==> src/rtl/conv_fsm_pkg.sv <==
// conv_pkg: definitions shared by the convolution sequencing controller.
//   conv_state_t      controller state encoding
//   CONV_NB_ADDRESS   default memory address width (rows per block = 2^width)
//   CONV_M_LEN        default kernel length (kernel-load cycles)
//   CONV_PIPE_LAT     default convolver latency (write address lag, >= 1)
//   CONV_N_BLOCKS     default column blocks per frame (>= 1)
package conv_pkg;

    localparam int CONV_NB_ADDRESS = 4;
    localparam int CONV_M_LEN      = 3;
    localparam int CONV_PIPE_LAT   = 3;
    localparam int CONV_N_BLOCKS   = 2;

    typedef enum logic [2:0] {
        IDLE,
        KLOAD,
        RUN,
        DRAIN,
        CHBLK
    } conv_state_t;

    // Block counter width: clog2(n_blocks), never narrower than one bit.
    function automatic int blk_width(input int n_blocks);
        return (n_blocks > 1) ? $clog2(n_blocks) : 1;
    endfunction

endpackage

==> src/rtl/conv_fsm_if.sv <==
// conv_fsm_if: command and sequencing signals of the convolution controller.
//   i_start, i_next      GPIO level commands from the soft microcontroller
//   o_raddr, o_waddr     memory read / write addresses (NB_ADDRESS bits)
//   o_wvalid             result write qualifier
//   o_sop, o_eop         frame in progress / idle (LED)
//   o_chblk              one-cycle block-change pulse
//   o_valid, o_ki        convolver input valid, kernel(1)/image(0) select
//   o_frame_cnt          completed-frame counter, only with CONV_FSM_FRAME_CNT_EN
// Modports: master = command source / observer, slave = the controller.
interface conv_fsm_if
    import conv_pkg::*;
#(
    parameter int NB_ADDRESS = CONV_NB_ADDRESS
);
    logic                  i_start;
    logic                  i_next;
    logic [NB_ADDRESS-1:0] o_raddr;
    logic [NB_ADDRESS-1:0] o_waddr;
    logic                  o_wvalid;
    logic                  o_sop;
    logic                  o_eop;
    logic                  o_chblk;
    logic                  o_valid;
    logic                  o_ki;
`ifdef CONV_FSM_FRAME_CNT_EN
    logic [15:0]           o_frame_cnt;
`endif

    modport master (
        output i_start, i_next,
        input  o_raddr, o_waddr, o_wvalid, o_sop, o_eop, o_chblk, o_valid, o_ki
`ifdef CONV_FSM_FRAME_CNT_EN
        , input o_frame_cnt
`endif
    );

    modport slave (
        input  i_start, i_next,
        output o_raddr, o_waddr, o_wvalid, o_sop, o_eop, o_chblk, o_valid, o_ki
`ifdef CONV_FSM_FRAME_CNT_EN
        , output o_frame_cnt
`endif
    );

endinterface

==> src/rtl/conv_fsm_edge_det.sv <==
// edge_det: rising-edge detector for a GPIO level.
//   clk, rst   clock, synchronous active-high reset
//   d          level input
//   rise       high in the cycle where d is high and was low one cycle earlier
// The previous-level register resets to 1 so a level already held high
// through reset is not mistaken for a fresh edge.
module edge_det (
    input  logic clk,
    input  logic rst,
    input  logic d,
    output logic rise
);
    logic prev;

    always_ff @(posedge clk) begin
        if (rst) begin
            prev <= 1'b1;
        end else begin
            prev <= d;
        end
    end

    assign rise = d & ~prev;

endmodule

==> src/rtl/conv_fsm.sv <==
// conv_fsm: sequencing controller for the convolution datapath.
// Turns start / next-data GPIO edges into per-cycle read/write addresses,
// frame framing (sop/eop/chblk), convolver valid and kernel/image select.
// A frame is a kernel load (M_LEN cycles) followed by N_BLOCKS column blocks,
// each a RUN of 2^NB_ADDRESS reads and a DRAIN of PIPE_LAT trailing writes,
// with a one-cycle CHBLK between blocks.
//   CLK100MHZ  clock
//   rst        synchronous active-high reset
//   bus        conv_fsm_if.slave (commands in, sequencing outputs)
// Optional build macro CONV_FSM_FRAME_CNT_EN adds the 16-bit o_frame_cnt,
// incremented on every DRAIN->IDLE transition.
// PIPE_LAT must be at least 1 and M_LEN at most 2^NB_ADDRESS.
module conv_fsm
    import conv_pkg::*;
#(
    parameter int NB_ADDRESS = CONV_NB_ADDRESS,
    parameter int M_LEN      = CONV_M_LEN,
    parameter int PIPE_LAT   = CONV_PIPE_LAT,
    parameter int N_BLOCKS   = CONV_N_BLOCKS
) (
    input logic       CLK100MHZ,
    input logic       rst,
    conv_fsm_if.slave bus
);
    localparam int BLK_W = blk_width(N_BLOCKS);

    localparam logic [NB_ADDRESS-1:0] ADDR_MAX   = {NB_ADDRESS{1'b1}};
    localparam logic [NB_ADDRESS-1:0] KLOAD_LAST = NB_ADDRESS'(M_LEN - 1);
    localparam logic [NB_ADDRESS-1:0] LAT        = NB_ADDRESS'(PIPE_LAT);
    localparam logic [BLK_W-1:0]      BLK_LAST   = BLK_W'(N_BLOCKS - 1);

    conv_state_t           state;
    logic [BLK_W-1:0]      blk_cnt;
    logic [NB_ADDRESS-1:0] k_next;
    logic                  start_rise;
    logic                  next_rise;

    edge_det u_start_edge (
        .clk  (CLK100MHZ),
        .rst  (rst),
        .d    (bus.i_start),
        .rise (start_rise)
    );

    edge_det u_next_edge (
        .clk  (CLK100MHZ),
        .rst  (rst),
        .d    (bus.i_next),
        .rise (next_rise)
    );

    assign k_next = bus.o_raddr + NB_ADDRESS'(1);

    always_ff @(posedge CLK100MHZ) begin
        if (rst) begin
            state        <= IDLE;
            blk_cnt      <= '0;
            bus.o_raddr  <= '0;
            bus.o_waddr  <= '0;
            bus.o_wvalid <= 1'b0;
            bus.o_sop    <= 1'b0;
            bus.o_eop    <= 1'b1;
            bus.o_chblk  <= 1'b0;
            bus.o_valid  <= 1'b0;
            bus.o_ki     <= 1'b1;
`ifdef CONV_FSM_FRAME_CNT_EN
            bus.o_frame_cnt <= '0;
`endif
        end else begin
            bus.o_chblk <= 1'b0;
            unique case (state)
                IDLE: begin
                    // Start has priority over next when both edges coincide.
                    if (start_rise) begin
                        state       <= KLOAD;
                        blk_cnt     <= '0;
                        bus.o_raddr <= '0;
                        bus.o_waddr <= '0;
                        bus.o_valid <= 1'b1;
                        bus.o_ki    <= 1'b1;
                        bus.o_sop   <= 1'b1;
                        bus.o_eop   <= 1'b0;
                    end else if (next_rise) begin
                        bus.o_raddr <= k_next;
                    end
                end
                KLOAD: begin
                    if (bus.o_raddr == KLOAD_LAST) begin
                        state       <= RUN;
                        bus.o_raddr <= '0;
                        bus.o_ki    <= 1'b0;
                    end else begin
                        bus.o_raddr <= k_next;
                    end
                end
                RUN: begin
                    if (bus.o_raddr == ADDR_MAX) begin
                        state        <= DRAIN;
                        bus.o_valid  <= 1'b0;
                        bus.o_wvalid <= 1'b1;
                        bus.o_waddr  <= bus.o_waddr + NB_ADDRESS'(1);
                    end else begin
                        bus.o_raddr <= k_next;
                        // Write address trails the read address by the
                        // convolver latency and sits at 0 until it catches up.
                        if (k_next >= LAT) begin
                            bus.o_wvalid <= 1'b1;
                            bus.o_waddr  <= k_next - LAT;
                        end
                    end
                end
                DRAIN: begin
                    // The last in-flight result lands on the top row.
                    if (bus.o_waddr == ADDR_MAX) begin
                        bus.o_raddr  <= '0;
                        bus.o_waddr  <= '0;
                        bus.o_wvalid <= 1'b0;
                        if (blk_cnt != BLK_LAST) begin
                            state       <= CHBLK;
                            bus.o_chblk <= 1'b1;
                            blk_cnt     <= blk_cnt + BLK_W'(1);
                        end else begin
                            state     <= IDLE;
                            bus.o_sop <= 1'b0;
                            bus.o_eop <= 1'b1;
                            bus.o_ki  <= 1'b1;
`ifdef CONV_FSM_FRAME_CNT_EN
                            bus.o_frame_cnt <= bus.o_frame_cnt + 16'd1;
`endif
                        end
                    end else begin
                        bus.o_waddr <= bus.o_waddr + NB_ADDRESS'(1);
                    end
                end
                CHBLK: begin
                    // Kernel stays loaded; go straight to the next image block.
                    state       <= RUN;
                    bus.o_valid <= 1'b1;
                end
                default: begin
                    state <= IDLE;
                end
            endcase
        end
    end

endmodule

==> src/flat_wrapper.sv <==
// flat-port wrapper written by rule: the top's interface ports become plain ports
module conv_fsm_flat import conv_pkg::*;
#(
    parameter int NB_ADDRESS = CONV_NB_ADDRESS,
    parameter int M_LEN      = CONV_M_LEN,
    parameter int PIPE_LAT   = CONV_PIPE_LAT,
    parameter int N_BLOCKS   = CONV_N_BLOCKS
)
  (CLK100MHZ, rst, bus_i_start, bus_i_next, bus_o_raddr, bus_o_waddr, bus_o_wvalid, bus_o_sop, bus_o_eop, bus_o_chblk, bus_o_valid, bus_o_ki);
  conv_fsm_if #(.NB_ADDRESS(NB_ADDRESS)) bus_i ();
  input logic CLK100MHZ;
  input logic rst;
  input wire logic [$bits(bus_i.i_start)-1:0] bus_i_start;
  input wire logic [$bits(bus_i.i_next)-1:0] bus_i_next;
  output wire logic [$bits(bus_i.o_raddr)-1:0] bus_o_raddr;
  output wire logic [$bits(bus_i.o_waddr)-1:0] bus_o_waddr;
  output wire logic [$bits(bus_i.o_wvalid)-1:0] bus_o_wvalid;
  output wire logic [$bits(bus_i.o_sop)-1:0] bus_o_sop;
  output wire logic [$bits(bus_i.o_eop)-1:0] bus_o_eop;
  output wire logic [$bits(bus_i.o_chblk)-1:0] bus_o_chblk;
  output wire logic [$bits(bus_i.o_valid)-1:0] bus_o_valid;
  output wire logic [$bits(bus_i.o_ki)-1:0] bus_o_ki;
  assign bus_i.i_start = bus_i_start;
  assign bus_i.i_next = bus_i_next;
  assign bus_o_raddr = bus_i.o_raddr;
  assign bus_o_waddr = bus_i.o_waddr;
  assign bus_o_wvalid = bus_i.o_wvalid;
  assign bus_o_sop = bus_i.o_sop;
  assign bus_o_eop = bus_i.o_eop;
  assign bus_o_chblk = bus_i.o_chblk;
  assign bus_o_valid = bus_i.o_valid;
  assign bus_o_ki = bus_i.o_ki;
  conv_fsm #(.NB_ADDRESS(NB_ADDRESS), .M_LEN(M_LEN), .PIPE_LAT(PIPE_LAT), .N_BLOCKS(N_BLOCKS)) u_core (.CLK100MHZ(CLK100MHZ), .rst(rst), .bus(bus_i));
endmodule
==> config.mk <==
export PLATFORM = sky130hd
export DESIGN_NAME = conv_fsm_flat
export DESIGN_NICKNAME = d
export VERILOG_FILES = /design/src/rtl/conv_fsm_pkg.sv /design/src/rtl/conv_fsm_if.sv /design/src/rtl/conv_fsm_edge_det.sv /design/src/rtl/conv_fsm.sv /design/src/flat_wrapper.sv
export SDC_FILE = /design/constraint.sdc
export NUM_CORES = 1
export LEC_CHECK = 0
export CORE_MARGIN = 10
export CORE_UTILIZATION = 56
export DETAILED_ROUTE_END_ITERATION = 7
export PLACE_DENSITY = 0.83
export SLEW_MARGIN = 0
export SYNTH_ARGS = -nofsm -noshare
export SYNTH_HDL_FRONTEND = slang
export SYNTH_SLANG_ARGS = --single-unit
==> constraint.sdc <==
create_clock -name CLK100MHZ -period 4.8 [get_ports CLK100MHZ]
set_input_delay 0.96 -clock CLK100MHZ [delete_from_list [all_inputs] [get_ports CLK100MHZ]]
set_output_delay 0.96 -clock CLK100MHZ [all_outputs]
set_load 0.05 [all_outputs]
==> flow_metrics.py, run 1 <==
metrics = {
    "setup_path": {
        "crit_chain": "clkdlybuf4s50_1",
        "critPathTopFamily": "buffers and inverters",
        "critical_path_arrival_ns": 1.64,
        "cp.required_ns": 3.84,
        "ff2ff_setup_slack_ns": 2.87,
        "cpPeakStageDelay_ns": 0.86,
        "reg2reg_depth": 7,
        "worstSetupStartpoint": "u_core.bus.o_raddr[0]$_SDFFE_PP0P_",
        "startpoint_type": "register",
        "worst_path_max_delay_cell": "clkdlybuf4s50_1",
        "crit_buf_inv": 1,
        "cp_max_fo": 8,
        "cp-end-kind": "output port",
        "critical_path_class": "register to output port",
        "r2r_start": "u_core.bus.o_raddr[0]$_SDFFE_PP0P_",
        "r2r_end": "u_core.state[1]$_SDFFE_PP0P_",
    },
    "placement": {
        "dp_hpwl_um": 1870,
        "dpl_cell_area_um2": 1280,
        "gp_congestion": 0.893,
        "dp.cells": 170,
        "io_buffers": 17,
    },
    "yosys": {
        "synthAdderAreaFrac_pct": 4.50,
        "synthCells": 132,
        "synthXorXnorAreaFrac_pct": 3.94,
        "synth_area_um2": 1110,
        "syn_area_per_cell_um2": 8.42,
        "yosysWarnings": 0,
        "synth_compound_gate_area_share_pct": 23.5,
        "synth_top_family_by_area": "simple AND/OR/NAND/NOR gates",
        "synthMuxAreaShare_pct": 0,
        "synth_cell_types": 37,
        "synth-simple-area-share_pct": 27.0,
        "syn_nets": 140,
        "synth_seq_cells": 20,
        "ys_seq_area_share_pct": 36.0,
    },
    "sta": {
        "worstMarginPinSlew_ns": 0.653,
        "hold_viol": 0,
        "slew_headroom_pct": 56.3,
        "finalCriticalPeriod_ns": 2.60,
        "fmax_ghz": 0.384,
        "whs_ns": 0.482,
        "finClkSkew_ns": 0.00460,
        "tns_ns": 0,
        "setup_viol": 0,
        "fin_crit_sh_pct": 54.2,
        "finalMaxSlewViolations": 0,
        "grt_setup_unrepaired": "false",
    },
    "power": {
        "ir_drop_mv": 0.346,
        "total_leakage_power_nw": 0.456,
        "finalPower_uw": 580,
        "power.density_nw_per_um2": 441,
    },
    "finish": {
        "drive_above_1_share_pct": 6.80,
        "fillers": 176,
        "areaGrowthSynthToFinish_pct": 18.4,
        "design_area_um2": 1320,
        "fin_nets": 156,
        "n_antenna_cell": 0,
        "instances_no_fill": 174,
    },
    "clock_network": {
        "htree_levels": 1,
        "numCtsBuffers": 3,
        "cts-resized-gates": 0,
        "cts_buffer_depth": 2,
        "ctsHoldBuffers": 0,
        "clock-sinks": 20,
        "postCtsSetupBuffers": 0,
        "path_clk_slew_ns": 0.10,
        "cts_tree": "built",
        "root_buffer": "clkbuf_4",
        "insertion_delay_ns": 0.31,
    },
    "detailed_routing": {
        "ant_nets": 0,
        "first_pass_iters": 4,
        "routed_wl_um": 2510,
        "via_per_inst": 5.74,
        "drc": 0,
        "drt_iter0_drc": 21,
        "wl_per_cell_um": 14.4,
        "num_vias": 999,
    },
    "floorplanning": {
        "die_area_um2": 4170,
        "rows": 16,
        "core_um2": 1920,
        "dieWidth_um": 64.5,
        "start_util_pct": 57.8,
        "die_h_um": 64.5,
        "io-pin-count": 18,
    },
    "worst_hold_path": {
        "holdPathStages": 2,
        "hold_path.class": "register to register",
        "hp-start": "u_core.bus.o_valid$_SDFFE_PP0P_",
        "hold_end": "u_core.bus.o_valid$_SDFFE_PP0P_",
    },
    "run_status": {
        "status": "finished, final reports clean",
    },
    "grt": {
        "antenna_found_initial": 0,
        "grt_pass1_vias": 1021,
        "track_usage_pct": 13.1,
        "grt_max_degree": 19,
        "grt_pass1_wl_um": 4560,
        "grt-ovfl-total": 0,
    },
    "job": {
        "maxCapViolCount": 0,
    },
}
cells in the mapped netlist (all sizes together):
master,n,share of area (%)
a22oi,3,2.0
nor3,5,2.3
o21ai,5,2.3
a21oi,11,6.0
dfxtp,20,36
nor4b,1,0.79
xnor2,3,2.4
a311o,1,0.90
nand2b,6,3.4
and3,1,0.56
buf,4,2.6
nand4,1,0.56
a31oi,3,1.7
or3,5,2.8
inv,5,1.7
o221a,1,1.0
o211ai,1,1.9
o22ai,3,1.7
o31ai,1,0.68
clkbuf,2,0.68
nor2b,5,2.8
or2,2,1.1
o32ai,2,1.6
xor2,2,1.6
a32o,2,1.8
a21o,1,0.68
or2b,1,0.68
nand3,4,1.8
o21bai,2,1.4
nor3b,3,2.0
nor2,7,2.4
ha,4,4.5
and3b,1,1.1
nand2,14,4.7
sequential cells by signal, indices dropped and copies added, names as in the netlist:
register	flops
u_core.u_start_edge.prev	1
u_core.bus.o_waddr	4
u_core.bus.o_ki	1
u_core.bus.o_chblk	1
u_core.bus.o_valid	1
u_core.bus.o_raddr	4
u_core.u_next_edge.prev	1
u_core.state	3
u_core.bus.o_sop	1
u_core.blk_cnt	1
u_core.bus.o_eop	1
u_core.bus.o_wvalid	1
per-stage QoR:
stage               util [%]  setup WS [ns]
CTS                     68.4           2.18
global placement        66.5           2.18
finish                  68.4           2.20
global route            68.4           2.13
floorplan                  -           2.67
detailed placement      66.5           2.12
how the worst max path moves through the flow:
stage | endpoint | slack (ns) | cells past startpoint
floorplan | u_core.state[1]$_SDFFE_PP0P_ | 2.67 | 7
global placement | u_core.state[0]$_SDFFE_PP0P_ | 2.18 | 6
detailed placement | u_core.state[0]$_SDFFE_PP0P_ | 2.12 | 6
CTS | bus_o_raddr[0] | 2.18 | 1
global route | bus_o_raddr[0] | 2.13 | 1
finish | bus_o_raddr[0] | 2.20 | 1
power by group:
| group | switching, mW | internal (mW) | total, mW |
|---|---|---|---|
| Sequential | 0.0360 | 0.188 | 0.224 |
| Clock | 0.0515 | 0.0464 | 0.0978 |
| Combinational | 0.155 | 0.103 | 0.258 |
| Total | 0.243 | 0.337 | 0.580 |
layout by cell type (no fill, tap or decap), types with 2 or more instances in the layout:
master           count
a21oi_1             10
a22oi_1              3
a31oi_1              3
a32o_1               2
clkbuf_4             3
clkdlybuf4s50_1     17
dfxtp_1             20
ha_1                 4
inv_1                5
nand2_1             14
nand2b_1             6
nand3_1              4
nor2_1               7
nor2b_1              5
nor3_1               5
nor3b_1              3
o21ai_0              5
o21bai_1             2
o22ai_1              3
o32ai_1              2
or2_2                2
or3_1                5
xnor2_1              3
xor2_1               2
logic make-up (layout without fill, tap and decap cells):
family / after synthesis / in the layout
buffers and inverters: 11 / 26
and+or+nand+nor: 56 / 56
xor gates and xnor gates: 5 / 5
adders and majority gates: 4 / 4
DFF: 20 / 20
AOI/OAI and AO/OA: 36 / 36
layout make-up:
type	count	area, µm²	share of cell area (%)
Sequential cell	20	400	30.4
Timing Repair Buffer	17	170	12.9
Multi-Input combinational cell	101	656	49.9
Tap cell	27	33.8	2.57
Clock buffer	4	36.3	2.76
Inverter	5	18.8	1.43
metal layers:
metal | vias up | track usage (%) | wire length (µm)
met5 | - | 0 | 0
met4 | 0 | 7.75 | 52
met3 | 5 | 3.09 | 104
met2 | 21 | 21.6 | 1230
met1 | 469 | 15.0 | 1120
li1 | 504 | - | -
No activity file was read; power rests on OpenSTA's default activity.
==> run 2, diff against run 1 <==
--- a/config.mk
+++ b/config.mk
@@ -6,9 +6,9 @@
 export NUM_CORES = 1
 export LEC_CHECK = 0
 export CORE_MARGIN = 10
-export CORE_UTILIZATION = 56
+export CORE_UTILIZATION = 52
 export DETAILED_ROUTE_END_ITERATION = 7
-export PLACE_DENSITY = 0.83
+export PLACE_DENSITY = 0.78
 export SLEW_MARGIN = 0
 export SYNTH_ARGS = -nofsm -noshare
 export SYNTH_HDL_FRONTEND = slang
==> constraint.sdc (replaced) <==
create_clock -name CLK100MHZ -period 2.4 [get_ports CLK100MHZ]
set_input_delay 0.48 -clock CLK100MHZ [delete_from_list [all_inputs] [get_ports CLK100MHZ]]
set_output_delay 0.48 -clock CLK100MHZ [all_outputs]
set_load 0.05 [all_outputs]
==> flow_metrics.py, run 2 (synthesis gave the netlist of run 1 again) <==
metrics = {
    "run_status": {
        "status": "finished, final reports clean",
    },
    "grt": {
        "grt_max_degree": 18,
        "busiest_layer": "met2",
        "use_met3_pct": 3.90,
        "grt-ovfl-total": 0,
        "grtUsageMet1_pct": 12.3,
        "track_usage_pct": 11.0,
        "grt_pass1_wl_um": 4020,
        "gr-usage-met2_pct": 17.9,
        "grt_pass1_vias": 939,
        "antenna_found_initial": 0,
    },
    "clock_network": {
        "ctsHoldBuffers": 0,
        "cts_buffer_depth": 2,
        "postCtsSetupBuffers": 0,
        "htree_levels": 1,
        "cts-resized-gates": 0,
        "cts_tree": "built",
        "numCtsBuffers": 3,
        "insertion_delay_ns": 0.30,
        "clock-sinks": 20,
        "root_buffer": "clkbuf_4",
        "path_clk_slew_ns": 0.11,
    },
    "finish": {
        "ff_latch_area_um2": 400,
        "design_area_um2": 1310,
        "n_antenna_cell": 0,
        "fillers": 177,
        "drive_above_1_share_pct": 6.80,
        "final_cell_mix": "dfxtp_1, clkdlybuf4s50_1, nand2_1",
        "reg_top3": "u_core.bus.o_raddr (4), u_core.bus.o_waddr (4), u_core.state (3)",
        "areaGrowthSynthToFinish_pct": 17.8,
        "multi_input_area_um2": 656,
        "mostFrequentLayoutCell": "dfxtp_1",
        "fin_nets": 157,
        "instances_no_fill": 174,
    },
    "placement": {
        "dp.cells": 171,
        "dpl_cell_area_um2": 1290,
        "dpl_worst_slack_ns": 0.165,
        "dp_hpwl_um": 1750,
        "gp_congestion": 0.862,
        "io_buffers": 17,
    },
    "sta": {
        "grt_setup_unrepaired": "false",
        "tns_ns": 0,
        "fmax_ghz": 0.470,
        "finalMaxSlewViolations": 0,
        "worstMarginPinSlew_ns": 0.509,
        "finClkSkew_ns": 0.00736,
        "fin_crit_sh_pct": 88.6,
        "setup_viol": 0,
        "hold_viol": 0,
        "slew_headroom_pct": 66.0,
        "final.setup.worst_slack_ns": 0.273,
        "finalCriticalPeriod_ns": 2.13,
    },
    "detailed_routing": {
        "num_vias": 992,
        "routed_wl_um": 2330,
        "first_pass_iters": 4,
        "wl_per_cell_um": 13.4,
        "drc": 0,
        "drt_iter0_drc": 17,
        "ant_nets": 0,
        "via_per_inst": 5.70,
    },
    "power": {
        "finalPower_mw": 1.11,
        "power.density_nw_per_um2": 848,
        "ir_drop_mv": 0.544,
        "total_leakage_power_nw": 0.453,
    },
    "worst_hold_path": {
        "hold_path.class": "register to register",
    },
    "floorplanning": {
        "die_area_um2": 4390,
        "core_um2": 2000,
        "die_h_um": 66.2,
        "io-pin-count": 18,
        "dieWidth_um": 66.2,
        "start_util_pct": 55.5,
        "rows": 16,
    },
    "setup_path": {
        "cpPeakStageDelay_ns": 0.87,
        "critical_path_arrival_ns": 1.65,
        "startpoint_type": "register",
        "critPathTopFamily": "buffers and inverters",
        "cp-end-kind": "output port",
        "critical_path_class": "register to output port",
        "worst_path_max_delay_cell": "clkdlybuf4s50_1",
        "cp_max_fo": 8,
        "crit_buf_inv": 1,
        "crit_chain": "clkdlybuf4s50_1",
        "cp.required_ns": 1.92,
    },
    "job": {
        "maxCapViolCount": 0,
    },
}
[run 2: cell count changes in the layout (fill, tap and decap cells not counted)]
cell	delta
buf_4	+1
clkbuf_8	-1
[run 2: layout make-up]
cell class / count / area share, %
sequential: 20 / 30.6
tap: 27 / 2.58
inverter: 5 / 1.43
clock buffer: 3 / 1.72
timing repair buffer: 18 / 13.6
multi-input combinational: 101 / 50.1
[run 2: power by group]
part           switching (mW)  internal [mW]  total [mW]
clock network          0.0946         0.0585       0.153
logic                   0.302          0.206       0.508
registers              0.0720          0.376       0.448
[run 2: path summary, 6_finish.rpt]
path	start	to	slack, ns	depth (start not counted)
worst min-delay path	u_core.bus.o_valid$_SDFFE_PP0P_	u_core.bus.o_valid$_SDFFE_PP0P_	0.48	2
worst max-delay path	u_core.bus.o_raddr[0]$_SDFFE_PP0P_	bus_o_raddr[0]	0.27	1
worst max register to register	u_core.bus.o_raddr[0]$_SDFFE_PP0P_	u_core.state[1]$_SDFFE_PP0P_	0.49	7
worst min register to register	u_core.bus.o_valid$_SDFFE_PP0P_	u_core.bus.o_valid$_SDFFE_PP0P_	0.48	2
[run 2: routing by layer]
metal	vias up	wire [µm]	part of all wire, %
li1	503	-	-
met1	465	1040	45
met2	19	1100	47
met3	5	158	6.8
met4	0	32	1.4
met5	-	0	0
[run 2: metrics by stage]
step | utilization, % | hold slack, ns
floorplan | - | 0.446
global placement | 64.3 | 0.459
detailed placement | 64.3 | 0.461
CTS | 65.4 | 0.479
global route | 65.4 | 0.492
finish | 65.4 | 0.477
[run 2: worst min-delay path, stage by stage, from the launching register on]
cell and delay [ns]:
dfxtp_1 0.33, o31ai_1 0.06, a21oi_1 0.05
==> run 3, diff against run 2 <==
--- a/config.mk
+++ b/config.mk
@@ -7,6 +7,7 @@
 export LEC_CHECK = 0
 export CORE_MARGIN = 10
 export CORE_UTILIZATION = 52
+export CTS_CLUSTER_SIZE = 14
 export DETAILED_ROUTE_END_ITERATION = 7
 export PLACE_DENSITY = 0.78
 export SLEW_MARGIN = 0
==> results of run 3 <==
The final DEF is identical to that of run 2; final timing and power are the same.
